===== src/rtl/macguffin_pkg.sv =====
// Shared MacGuffin S-box definitions: DES-derived tables reduced to the outer two
// output bits, plus the state encoding of the sequential S-box layer.
package macguffin_pkg;

    localparam int SBOX_IN_W  = 6;
    localparam int SBOX_OUT_W = 2;

    typedef logic [SBOX_OUT_W-1:0] sbox_out_t;
    typedef sbox_out_t [0:7][0:63] sbox_tbl_t;

    typedef enum logic [1:0] {IDLE, BUSY, DONE} sbox_layer_state_t;

    // DES S1..S8, one 64-bit row per (box, row); nibble 0 (MSB) is column 0.
    localparam logic [0:7][0:3][63:0] DES_ROW = {
        64'hE4D12FB83A6C5907, 64'h0F74E2D1A6CB9538, 64'h41E8D62BFC973A50, 64'hFC8249175B3EA06D,
        64'hF18E6B34972DC05A, 64'h3D47F28EC01A69B5, 64'h0E7BA4D158C6932F, 64'hD8A13F42B67C05E9,
        64'hA09E63F51DC7B428, 64'hD70934A6285ECBF1, 64'hD6498F30B12C5AE7, 64'h1AD069874FE3B52C,
        64'h7DE3069A1285BC4F, 64'hD8B56F03472C1AE9, 64'hA690CB7DF13E5284, 64'h3F06A1D8945BC72E,
        64'h2C417AB6853FD0E9, 64'hEB2C47D150FA3986, 64'h421BAD78F9C5630E, 64'hB8C71E2D6F09A453,
        64'hC1AF92680D34E75B, 64'hAF427C9561DE0B38, 64'h9EF528C3704A1DB6, 64'h432C95FABE17608D,
        64'h4B2EF08D3C975A61, 64'hD0B7491AE35C2F86, 64'h14BDC37EAF680592, 64'h6BD814A7950FE23C,
        64'hD2846FB1A93E50C7, 64'h1FD8A374C56B0E92, 64'h7B419CE206ADF358, 64'h21E74A8DFC90356B
    };

    // Row = outer input bits, column = inner four; keep output bits 3 and 0.
    function automatic sbox_out_t des_reduce(input logic [2:0] box, input logic [5:0] x);
        logic [63:0] row_bits;
        logic [3:0]  nib;
        row_bits = DES_ROW[box][{x[5], x[0]}];
        nib      = row_bits[{~x[4:1], 2'b00} +: 4];
        return {nib[3], nib[0]};
    endfunction

    function automatic sbox_tbl_t gen_sbox_tbl();
        sbox_tbl_t t;
        for (int b = 0; b < 8; b++) begin
            for (int x = 0; x < 64; x++) begin
                t[b][x] = des_reduce(3'(b), 6'(x));
            end
        end
        return t;
    endfunction

    localparam sbox_tbl_t SBOX_TBL = gen_sbox_tbl();

endpackage


===== src/rtl/mg_sbox_layer_if.sv =====
// Handshake bundle of the sequential S-box layer (iword in, oword out).
// With MG_SBOX_PARITY_EN defined the bundle also carries oword_par.
interface mg_sbox_layer_if #(
    parameter int NUM_SBOX = 8
);
    logic                  in_valid;
    logic                  in_ready;
    logic [6*NUM_SBOX-1:0] iword;
    logic                  out_valid;
    logic                  out_ready;
    logic [2*NUM_SBOX-1:0] oword;
    logic                  busy;
`ifdef MG_SBOX_PARITY_EN
    logic                  oword_par;

    modport master (output in_valid, iword, out_ready,
                    input  in_ready, out_valid, oword, busy, oword_par);
    modport slave  (input  in_valid, iword, out_ready,
                    output in_ready, out_valid, oword, busy, oword_par);
`else
    modport master (output in_valid, iword, out_ready,
                    input  in_ready, out_valid, oword, busy);
    modport slave  (input  in_valid, iword, out_ready,
                    output in_ready, out_valid, oword, busy);
`endif
endinterface


===== src/rtl/mg_sbox_lane.sv =====
// One combinational S-box lookup: selects table S<box+1> and maps 6 bits to 2.
module mg_sbox_lane
    import macguffin_pkg::*;
(
    input  logic [2:0]           box,
    input  logic [SBOX_IN_W-1:0] x,
    output sbox_out_t            y
);
    assign y = SBOX_TBL[box][x];
endmodule


===== src/rtl/mg_sbox_layer.sv =====
// Sequential MacGuffin S-box layer: LANES lookups per cycle over NUM_SBOX/LANES chunks.
// Optional MG_SBOX_PARITY_EN adds oword_par (XOR of oword), registered with the last chunk.
module mg_sbox_layer
    import macguffin_pkg::*;
#(
    parameter int NUM_SBOX = 8,
    parameter int LANES    = 2
) (
    input  logic         clk,
    input  logic         rst,
    mg_sbox_layer_if.slave bus
);
    localparam int C     = NUM_SBOX / LANES;
    localparam int CNT_W = (C > 1) ? $clog2(C) : 1;
    localparam int IW    = SBOX_IN_W * NUM_SBOX;
    localparam int OW    = SBOX_OUT_W * NUM_SBOX;

    if (NUM_SBOX < 1 || NUM_SBOX > 8) begin : g_bad_num_sbox
        $error("mg_sbox_layer: NUM_SBOX must be in 1..8");
    end
    if (LANES < 1 || LANES > NUM_SBOX) begin : g_bad_lanes_range
        $error("mg_sbox_layer: LANES must be in 1..NUM_SBOX");
    end else if (NUM_SBOX % LANES != 0) begin : g_bad_lanes_div
        $error("mg_sbox_layer: LANES must divide NUM_SBOX");
    end

    sbox_layer_state_t state, state_nxt;
    logic [CNT_W-1:0]  cnt;
    logic              last_chunk;
    logic              lookup_en;
    logic              accept;
    logic [IW-1:0]     in_reg;
    logic [OW-1:0]     oword_r;
    logic [OW-1:0]     oword_nxt;

    logic [2:0]           lane_box [LANES];
    logic [SBOX_IN_W-1:0] lane_x   [LANES];
    sbox_out_t            lane_y   [LANES];

    assign last_chunk = (cnt == CNT_W'(C - 1));
    assign accept     = bus.in_valid && bus.in_ready;

    always_ff @(posedge clk or posedge rst) begin
        if (rst) state <= IDLE;
        else     state <= state_nxt;
    end

    always_comb begin
        state_nxt = state;
        unique case (state)
            IDLE:    if (bus.in_valid)  state_nxt = BUSY;
            BUSY:    if (last_chunk)    state_nxt = DONE;
            DONE:    if (bus.out_ready) state_nxt = IDLE;
            default:                    state_nxt = IDLE;
        endcase
    end

    // in_ready depends on state alone so an upstream stage can never form a loop through it.
    always_comb begin
        bus.in_ready  = 1'b0;
        bus.out_valid = 1'b0;
        bus.busy      = 1'b1;
        lookup_en     = 1'b0;
        unique case (state)
            IDLE: begin
                bus.in_ready = 1'b1;
                bus.busy     = 1'b0;
            end
            BUSY:    lookup_en     = 1'b1;
            DONE:    bus.out_valid = 1'b1;
            default: bus.busy      = 1'b0;
        endcase
    end

    // Chunk k feeds boxes k*LANES .. k*LANES+LANES-1 to the lanes in order.
    always_comb begin
        for (int j = 0; j < LANES; j++) begin
            lane_box[j] = 3'd0;
            lane_x[j]   = '0;
        end
        for (int k = 0; k < C; k++) begin
            if (cnt == CNT_W'(k)) begin
                for (int j = 0; j < LANES; j++) begin
                    lane_box[j] = 3'(k * LANES + j);
                    lane_x[j]   = in_reg[SBOX_IN_W*(k*LANES+j) +: SBOX_IN_W];
                end
            end
        end
    end

    for (genvar j = 0; j < LANES; j++) begin : g_lane
        mg_sbox_lane u_lane (
            .box (lane_box[j]),
            .x   (lane_x[j]),
            .y   (lane_y[j])
        );
    end

    always_comb begin
        oword_nxt = oword_r;
        for (int k = 0; k < C; k++) begin
            if (cnt == CNT_W'(k)) begin
                for (int j = 0; j < LANES; j++) begin
                    oword_nxt[SBOX_OUT_W*(k*LANES+j) +: SBOX_OUT_W] = lane_y[j];
                end
            end
        end
    end

    always_ff @(posedge clk or posedge rst) begin
        if (rst) begin
            cnt     <= '0;
            in_reg  <= '0;
            oword_r <= '0;
        end else begin
            if (accept) in_reg <= bus.iword;
            if (lookup_en) begin
                oword_r <= oword_nxt;
                cnt     <= last_chunk ? '0 : cnt + 1'b1;
            end
        end
    end

    assign bus.oword = oword_r;

`ifdef MG_SBOX_PARITY_EN
    logic par_r;

    always_ff @(posedge clk or posedge rst) begin
        if (rst)                          par_r <= 1'b0;
        else if (lookup_en && last_chunk) par_r <= ^oword_nxt;
    end

    assign bus.oword_par = par_r;
`endif

endmodule


===== src/flat_wrapper.sv =====
// flat-port wrapper written by rule: the top's interface ports become plain ports
module mg_sbox_layer_flat import macguffin_pkg::*;
#(
    parameter int NUM_SBOX = 8,
    parameter int LANES    = 2
)
  (clk, rst, bus_in_valid, bus_iword, bus_out_ready, bus_in_ready, bus_out_valid, bus_oword, bus_busy);
  mg_sbox_layer_if #(.NUM_SBOX(NUM_SBOX)) bus_i ();
  input  logic clk;
  input  logic rst;
  input wire logic [$bits(bus_i.in_valid)-1:0] bus_in_valid;
  input wire logic [$bits(bus_i.iword)-1:0] bus_iword;
  input wire logic [$bits(bus_i.out_ready)-1:0] bus_out_ready;
  output wire logic [$bits(bus_i.in_ready)-1:0] bus_in_ready;
  output wire logic [$bits(bus_i.out_valid)-1:0] bus_out_valid;
  output wire logic [$bits(bus_i.oword)-1:0] bus_oword;
  output wire logic [$bits(bus_i.busy)-1:0] bus_busy;
  assign bus_i.in_valid = bus_in_valid;
  assign bus_i.iword = bus_iword;
  assign bus_i.out_ready = bus_out_ready;
  assign bus_in_ready = bus_i.in_ready;
  assign bus_out_valid = bus_i.out_valid;
  assign bus_oword = bus_i.oword;
  assign bus_busy = bus_i.busy;
  mg_sbox_layer #(.NUM_SBOX(NUM_SBOX), .LANES(LANES)) u_core (.clk(clk), .rst(rst), .bus(bus_i));
endmodule

===== config.mk =====
export PLATFORM = sky130hd
export DESIGN_NAME = mg_sbox_layer_flat
export DESIGN_NICKNAME = d
export VERILOG_FILES = /design/src/rtl/macguffin_pkg.sv /design/src/rtl/mg_sbox_layer_if.sv /design/src/rtl/mg_sbox_lane.sv /design/src/rtl/mg_sbox_layer.sv /design/src/flat_wrapper.sv
export SDC_FILE = /design/constraint.sdc
export NUM_CORES = 1
export LEC_CHECK = 0
export CORE_MARGIN = 5
export CORE_UTILIZATION = 36
export DETAILED_ROUTE_END_ITERATION = 10
export GPL_ROUTABILITY_DRIVEN = 0
export SYNTH_ARGS = -nofsm -noshare
export SYNTH_HDL_FRONTEND = slang
export SYNTH_SLANG_ARGS = --single-unit

===== constraint.sdc =====
create_clock -name clk -period 4.4 [get_ports clk]
set_input_delay 0.44 -clock clk [delete_from_list [all_inputs] [get_ports clk]]
set_output_delay 0.44 -clock clk [all_outputs]
set_load 0.02 [all_outputs]

==> Word-level counts from Yosys, hierarchy flattened <==
Memory sizes are Yosys's and may differ from the RTL's.
Index checks and enable logic that the tools add are counted.
{ "totals": {"regBits": 68, "mem_bits_ro": 2048, "in_bits": 52, "out_inout_bits": 19, "wordCells": 62, "mem_count": 2} }
{ "op_classes": {"add_sub_neg": 1, "magnitude_cmp": 4, "n_eq_ne": 8, "muxes": 27, "bitwise_logic": 4, "n_reduce_logical": 9} }
{ "mem_list": {"columns": ["name", "depth", "width", "read_ports", "rd_clocked_by_memory_dff", "wr", "line", "rtl"], "rows": [
  ["(no name shown)", 8, 128, 1, 0, 0, "mg_sbox_lane.sv:9", "assign y = SBOX_TBL[box][x];"],
  ["(no name shown)", 8, 128, 1, 0, 0, "mg_sbox_lane.sv:9", null]
]} }
{ "op_table": {"columns": ["cell", "count"], "rows": [
  ["two-way mux 128 bit", 4],
  ["two-way mux 12 bit", 4],
  ["binary-select mux 2 bit (select 6 bit)", 2],
  ["two-way mux 2 bit", 8],
  [">= comparator 7 bit, second input constant", 2],
  ["NOT 6 -> 7 bit", 2],
  ["two-way mux 6 bit", 2],
  [">= comparator 4 bit, second input constant", 2],
  ["NOT 3 -> 4 bit", 2],
  ["AND reduction 2 bit", 4],
  ["== test 2 bit, second input constant", 3],
  ["one-hot mux 2 bit (3 select lines)", 1],
  ["two-way mux 1 bit", 5],
  ["two-way mux 5 bit", 1],
  ["== test 2 x 1 -> 1 bit, second input constant", 2],
  ["logical NOT 2 bit", 2],
  ["!= test 2 bit, second input constant", 2],
  ["AND reduction 3 bit", 1],
  ["adder 2 x 1 -> 2 bit, second input constant", 1],
  ["!= test 2 x 1 -> 1 bit, second input constant", 1],
  ["OR reduction 2 bit", 1],
  ["logical AND 1 bit", 1]
]} }

==> Depth between registers and ports, before layout <==
{ "depth": {"word_depth": 12, "ltp_mapped": 16, "ltp_nobuf": 13} }

==> Hierarchy <==
A second synthesis with hierarchy kept.
{ "unflattened": {"cells_unflattened": 846, "area_unflattened_um2": 7128.1} }
{ "modules_own_cells": {"columns": ["mod", "instances", "cells_per_inst", "area_each_um2", "seq_area_each_um2"], "rows": [
  ["mg_sbox_layer", 1, 227, 3036.7, 1701.6],
  ["mg_sbox_lane at u_core.g_lane[0].u_lane", 1, 320, 2108.3, 0.0],
  ["mg_sbox_lane at u_core.g_lane[1].u_lane", 1, 299, 1983.2, 0.0]
]} }

==> Least setup slack after synthesis <==
Ideal clock, no wire load.
{ "synth_path": {"path_kind": "reg-to-reg", "startpoint": "reg u_core.cnt[0]", "endpoint": "reg u_core.oword_r[0] (netlist: u_core.bus.oword[0])", "setup_ns": 0.125, "arrival_ns": 3.109, "required_time_ns": 4.275, "slack_ns": 1.166, "stages_incl_launch_ff": 16, "path_buffers": 3, "period_less_slack_ns": 3.234, "path_cell_list": "dfrtp_1 > clkbuf_1 > inv_1 > ha_1 > buf_6 > a21oi_1 > a211o_1 > nand2_1 > buf_2 > ha_1 > nand3_1 > o311ai_0 > a311oi_1 > o21ai_0 > and4_4 > mux2_2"} }
{ "synth_between": {"elab_chain_len": 11, "elab_cells_between_ends": 20, "classes_between": "3 x eq/ne; 12 x mux; 2 x bitwise; 2 x reduce/logical; 1 x memory"} }
{ "synth_lines": {"columns": ["item", "line", "rtl"], "rows": [
  ["from (decl)", "mg_sbox_layer.sv:28", "logic [CNT_W-1:0] cnt;"],
  ["from (signal assigned)", "mg_sbox_layer.sv:119", "cnt <= last_chunk ? '0 : cnt + 1'b1;"],
  ["== test 2 x 1 -> 1 bit", "mg_sbox_layer.sv:82", "if (cnt == CNT_W'(k)) begin"],
  ["two-way mux 5 bit", "mg_sbox_layer.sv:82", null],
  ["two-way mux 6 bit (2 in series)", "mg_sbox_layer.sv:82", null],
  ["NOT 3 -> 4 bit (not written as such)", "mg_sbox_lane.sv:9", null],
  ["memory (8 x 128 bit)", null, null],
  ["two-way mux 128 bit (not written as such) (2 in series)", "mg_sbox_lane.sv:9", null],
  ["binary-select mux 2 bit (select 6 bit)", "mg_sbox_lane.sv:9", null],
  ["two-way mux 2 bit (not written as such) (2 in series)", "mg_sbox_lane.sv:9", null],
  ["to (signal assigned)", "mg_sbox_layer.sv:118", "oword_r <= oword_nxt;"],
  ["to (decl)", "mg_sbox_layer.sv:33", "logic [OW-1:0] oword_r;"]
]} }
Several ways; a longest one is shown, not always the timed one. The select of a mux whose other input is x is not followed.
A chain may end at the register's enable or synchronous reset.

==> Worst setup path in the final report <==
{ "layout_path": {"startpoint": "reg u_core.cnt[0]", "endpoint": "reg u_core.oword_r[6] (netlist: u_core.bus.oword[6])"} }
{ "layout_between": {"elab_chain_len": 12, "elab_cells_between_ends": 21, "classes_between": "3 x eq/ne; 13 x mux; 2 x bitwise; 2 x reduce/logical; 1 x memory"} }
{ "layout_lines": {"columns": ["item", "line"], "rows": [
  ["logical NOT 2 bit", "mg_sbox_layer.sv:82"],
  ["two-way mux 1 bit", "mg_sbox_layer.sv:82"],
  ["two-way mux 5 bit", "mg_sbox_layer.sv:82"],
  ["two-way mux 6 bit (2 in series)", "mg_sbox_layer.sv:82"],
  ["NOT 3 -> 4 bit (not written as such)", "mg_sbox_lane.sv:9"],
  ["memory (8 x 128 bit)", null],
  ["two-way mux 128 bit (not written as such) (2 in series)", "mg_sbox_lane.sv:9"],
  ["binary-select mux 2 bit (select 6 bit)", "mg_sbox_lane.sv:9"],
  ["two-way mux 2 bit (not written as such) (2 in series)", "mg_sbox_lane.sv:9"]
]} }
Several ways; a longest one is shown, not always the timed one. The select of a mux whose other input is x is not followed.

==> summary.md <==
The longest clock path from root to sink contains 2 buffers. The worst setup path is captured at a flop. Sum of negative setup slack: 0 ns. The most used flip-flop cell after synthesis is dfrtp_1.

The worst path arrival time was 4.22 ns; the H-tree depth was 3. Once the clock tree was built, the resizer swapped 0 gates to a different size. Clock tree synthesis selected as its root buffer the cell clkbuf_16. The clock reaches the later pin of the worst-skew pair after 0.34 ns.

After clock tree synthesis, the clock-pin slew on the worst setup and hold paths is 0.06 ns. The floorplan step set the die height to 138 um. The total setup buffers inserted after CTS came out at 0.

The relative area change from synthesis to final layout was 19.7%; the final-layout fill cell count was 1,591. The detail route stage leaves a number of antenna-violating nets equal to 0. The run gives 28.8% as the register area share after synthesis. In this run the worst hold path is classified as reg -> reg.

Entering global routing, the biggest net connects 43 pins. The tools report the startpoint class of the critical path as a flop. The critical path ends at u_core.bus.oword[6]. TritonCTS built the clock tree.

The register with the most flip-flops in the layout has 48 of them. Setup violations remaining at the end of the flow were counted as 0. The number of antenna violations at the first check in global routing came out at 0.

For this run, design rule violations remaining after detail routing come to 0. Counting distinct cell types in the post-synthesis netlist gives 88. Synthesis produced a netlist with a net count of 735. At the pin with the least slew margin, the transition time is 0.897 ns.

During synthesis, Yosys emitted a total of 0 warnings. The number of port buffers came out at 70. The logs give 666 for the cell count after synthesis and 0 for the max-capacitance violation count. Setup repair after global routing left no endpoint under its margin. The maximum net fanout on the critical path works out to 13. Summing over every cut layer, the via total after detailed routing is 5,963.

The HPWL after detailed placement is 13,700 um. The final max-slew violation count is 0, and the overall overflow remaining after global route is 0. In the synthesized netlist the async set-or-reset flop fraction comes to 100%. In this run, the number of DRC markers left after iteration 0 of detailed routing was 676. The setup slack after layout came out at 0.397 ns. The ratio of final minimum period to clock period came out at 91.0%. Global routing consumed, over all layers together, 19.4% of the routing resources. Counting the buffers created by CTS gives 9.

The synthesized design contains 0 enable-type register cells. Using the TritonRoute via totals, the vias-per-cell ratio works out to 6.39. Area enclosed by the die boundary: 19,100 um^2. Leaving out fill and tap cells, the most frequent cell in the layout is clkdlybuf4s50_1.

In the final routed layout, each cell accounts on average for 20.5 um. The pre-CTS setup slack came out at 0.488 ns. In this run the worst setup path begins at u_core.cnt[0]. The run gives 19,100 um as the total wire length after detailed routing.

For this configuration, the core starts out at a cell density of 36.9%. The required time of the critical path is 4.62 ns, and the wire length of the first global-routing pass is 30,900 um. Based on the critical path, the design can be clocked at up to 250 MHz. The floorplan has 46 rows. The count of endpoints failing hold in the final timing report was 0; the register bit total from synthesis was 68.

The via count of the first global-routing pass is 5,791, and the die width is 138 um. The area of the mapped netlist came out at 5910 um^2. The startpoint identified for the worst register-to-register timing path is u_core.cnt[0]. CTS saw 68 sinks. The run gives 0.00736 ns as the setup clock skew after layout.

The worst setup path is of the reg -> reg kind. In this run the register-to-register setup slack is 0.40 ns. After clock tree synthesis, the flow added hold-fix buffers numbering 0. The time the final worst path needs with I/O delays and setup came out at 4.00 ns. Leaving out fill and tap cells, the most frequent cells in the layout are clkdlybuf4s50_1 (70), dfrtp_1 (68), mux2_2 (57). The first TritonRoute pass finished after 7 iterations. The total I/O pin count was 71; the worst-case headroom to the max-slew limit was 40.1%. Cells with a size suffix above 1 make up 19.1% of the layout.

End of the worst register-to-register path: u_core.bus.oword[6]. The flow ran to the end, and the final reports show no timing, DRC or antenna violations. The number of cells traversed by the worst register-to-register path was 12. The area of the core was 16,000 um^2; the count of nets after finishing was 781. The average instance in the mapped netlist occupies 8.87 um^2. 0 antenna diodes ended up in the layout.
-- worst min-delay path by stage --
stage | from | to | slack, ns | depth (start not counted)
2_1_floorplan | u_core.in_reg[33] | u_core.in_reg[33] | 0.47 | 1
3_3_place_gp | u_core.bus.oword[15] | u_core.bus.oword[15] | 0.47 | 2
3_5_place_dp | u_core.bus.oword[7] | u_core.bus.oword[7] | 0.47 | 2
4_1_cts | u_core.bus.oword[11] | u_core.bus.oword[11] | 0.49 | 2
5_1_grt | u_core.bus.oword[7] | u_core.bus.oword[7] | 0.53 | 2
6_report | u_core.bus.oword[11] | u_core.bus.oword[11] | 0.49 | 2
-- synthesized netlist by cell type, types with 10 or more instances --
| cell | count | area, um^2 |
|---|---|---|
| mux2_2 | 57 | 642 |
| o211ai_1 | 18 | 135 |
| a31oi_1 | 17 | 106 |
| clkbuf_1 | 24 | 90.1 |
| buf_2 | 20 | 100 |
| a21oi_1 | 44 | 220 |
| nand2_1 | 54 | 203 |
| o21ai_0 | 35 | 175 |
| nor2_1 | 30 | 113 |
| dfrtp_1 | 68 | 1700 |
| inv_1 | 19 | 71.3 |
| nor3_1 | 18 | 90.1 |
| nand3_1 | 21 | 105 |
| buf_6 | 11 | 124 |
| ha_1 | 17 | 213 |
| o31ai_1 | 10 | 75.1 |
| a211oi_1 | 16 | 120 |
-- cell type report --
class                   count  area [um^2]  share of cell area, %
multi-input cells         512         3770                   53.2
flip-flops and latches     68         1700                   24.0
repair buffers             99          931                   13.2
well taps                 216          270                   3.82
clock buffers               9          225                   3.18
clock inverters             7         98.8                   1.40
inverters                  22         82.6                   1.17
-- stage by stage --
stage	instances	area [um^2]	hold WS (ns)	util, %
after floorplan	666	5910	0.470	-
after global placement	917	6750	0.471	42.2
after detailed placement	917	6750	0.466	42.2
after CTS	933	7080	0.491	44.2
after global routing	933	7080	0.526	44.2
final	933	7080	0.490	44.2
-- layer usage --
metal	wire length [um]	track usage [%]
met1	8270	27.3
met3	2410	6.76
met4	594	7.33
met5	0	0
met2	7830	27.2
-- worst max-delay path, stage by stage (launching register included) --
cell and delay (ns):
dfrtp_1 0.53, inv_1 0.27, ha_1 0.54, buf_4 0.25, nand3b_2 0.18, a211oi_4 0.53
buf_4 0.26, nand2_1 0.10, a21oi_1 0.20, o311ai_1 0.12, a32o_1 0.26, o311a_1 0.37
mux2_2 0.28
-- kinds of logic (layout without fill, tap and decap cells) --
family | Yosys count | after routing | synth area share [%]
buf+inv | 86 | 137 | 7.79
simple gates | 183 | 183 | 16.7
flops | 68 | 68 | 28.8
xor+xnor | 3 | 3 | 0.445
fa+ha+maj | 17 | 17 | 3.60
mux | 64 | 64 | 12.0
compound gates | 245 | 245 | 30.6
Power is left out: the tool's default activity adds up to more than one toggle a clock period on the data nets, which glitch-free logic cannot reach.
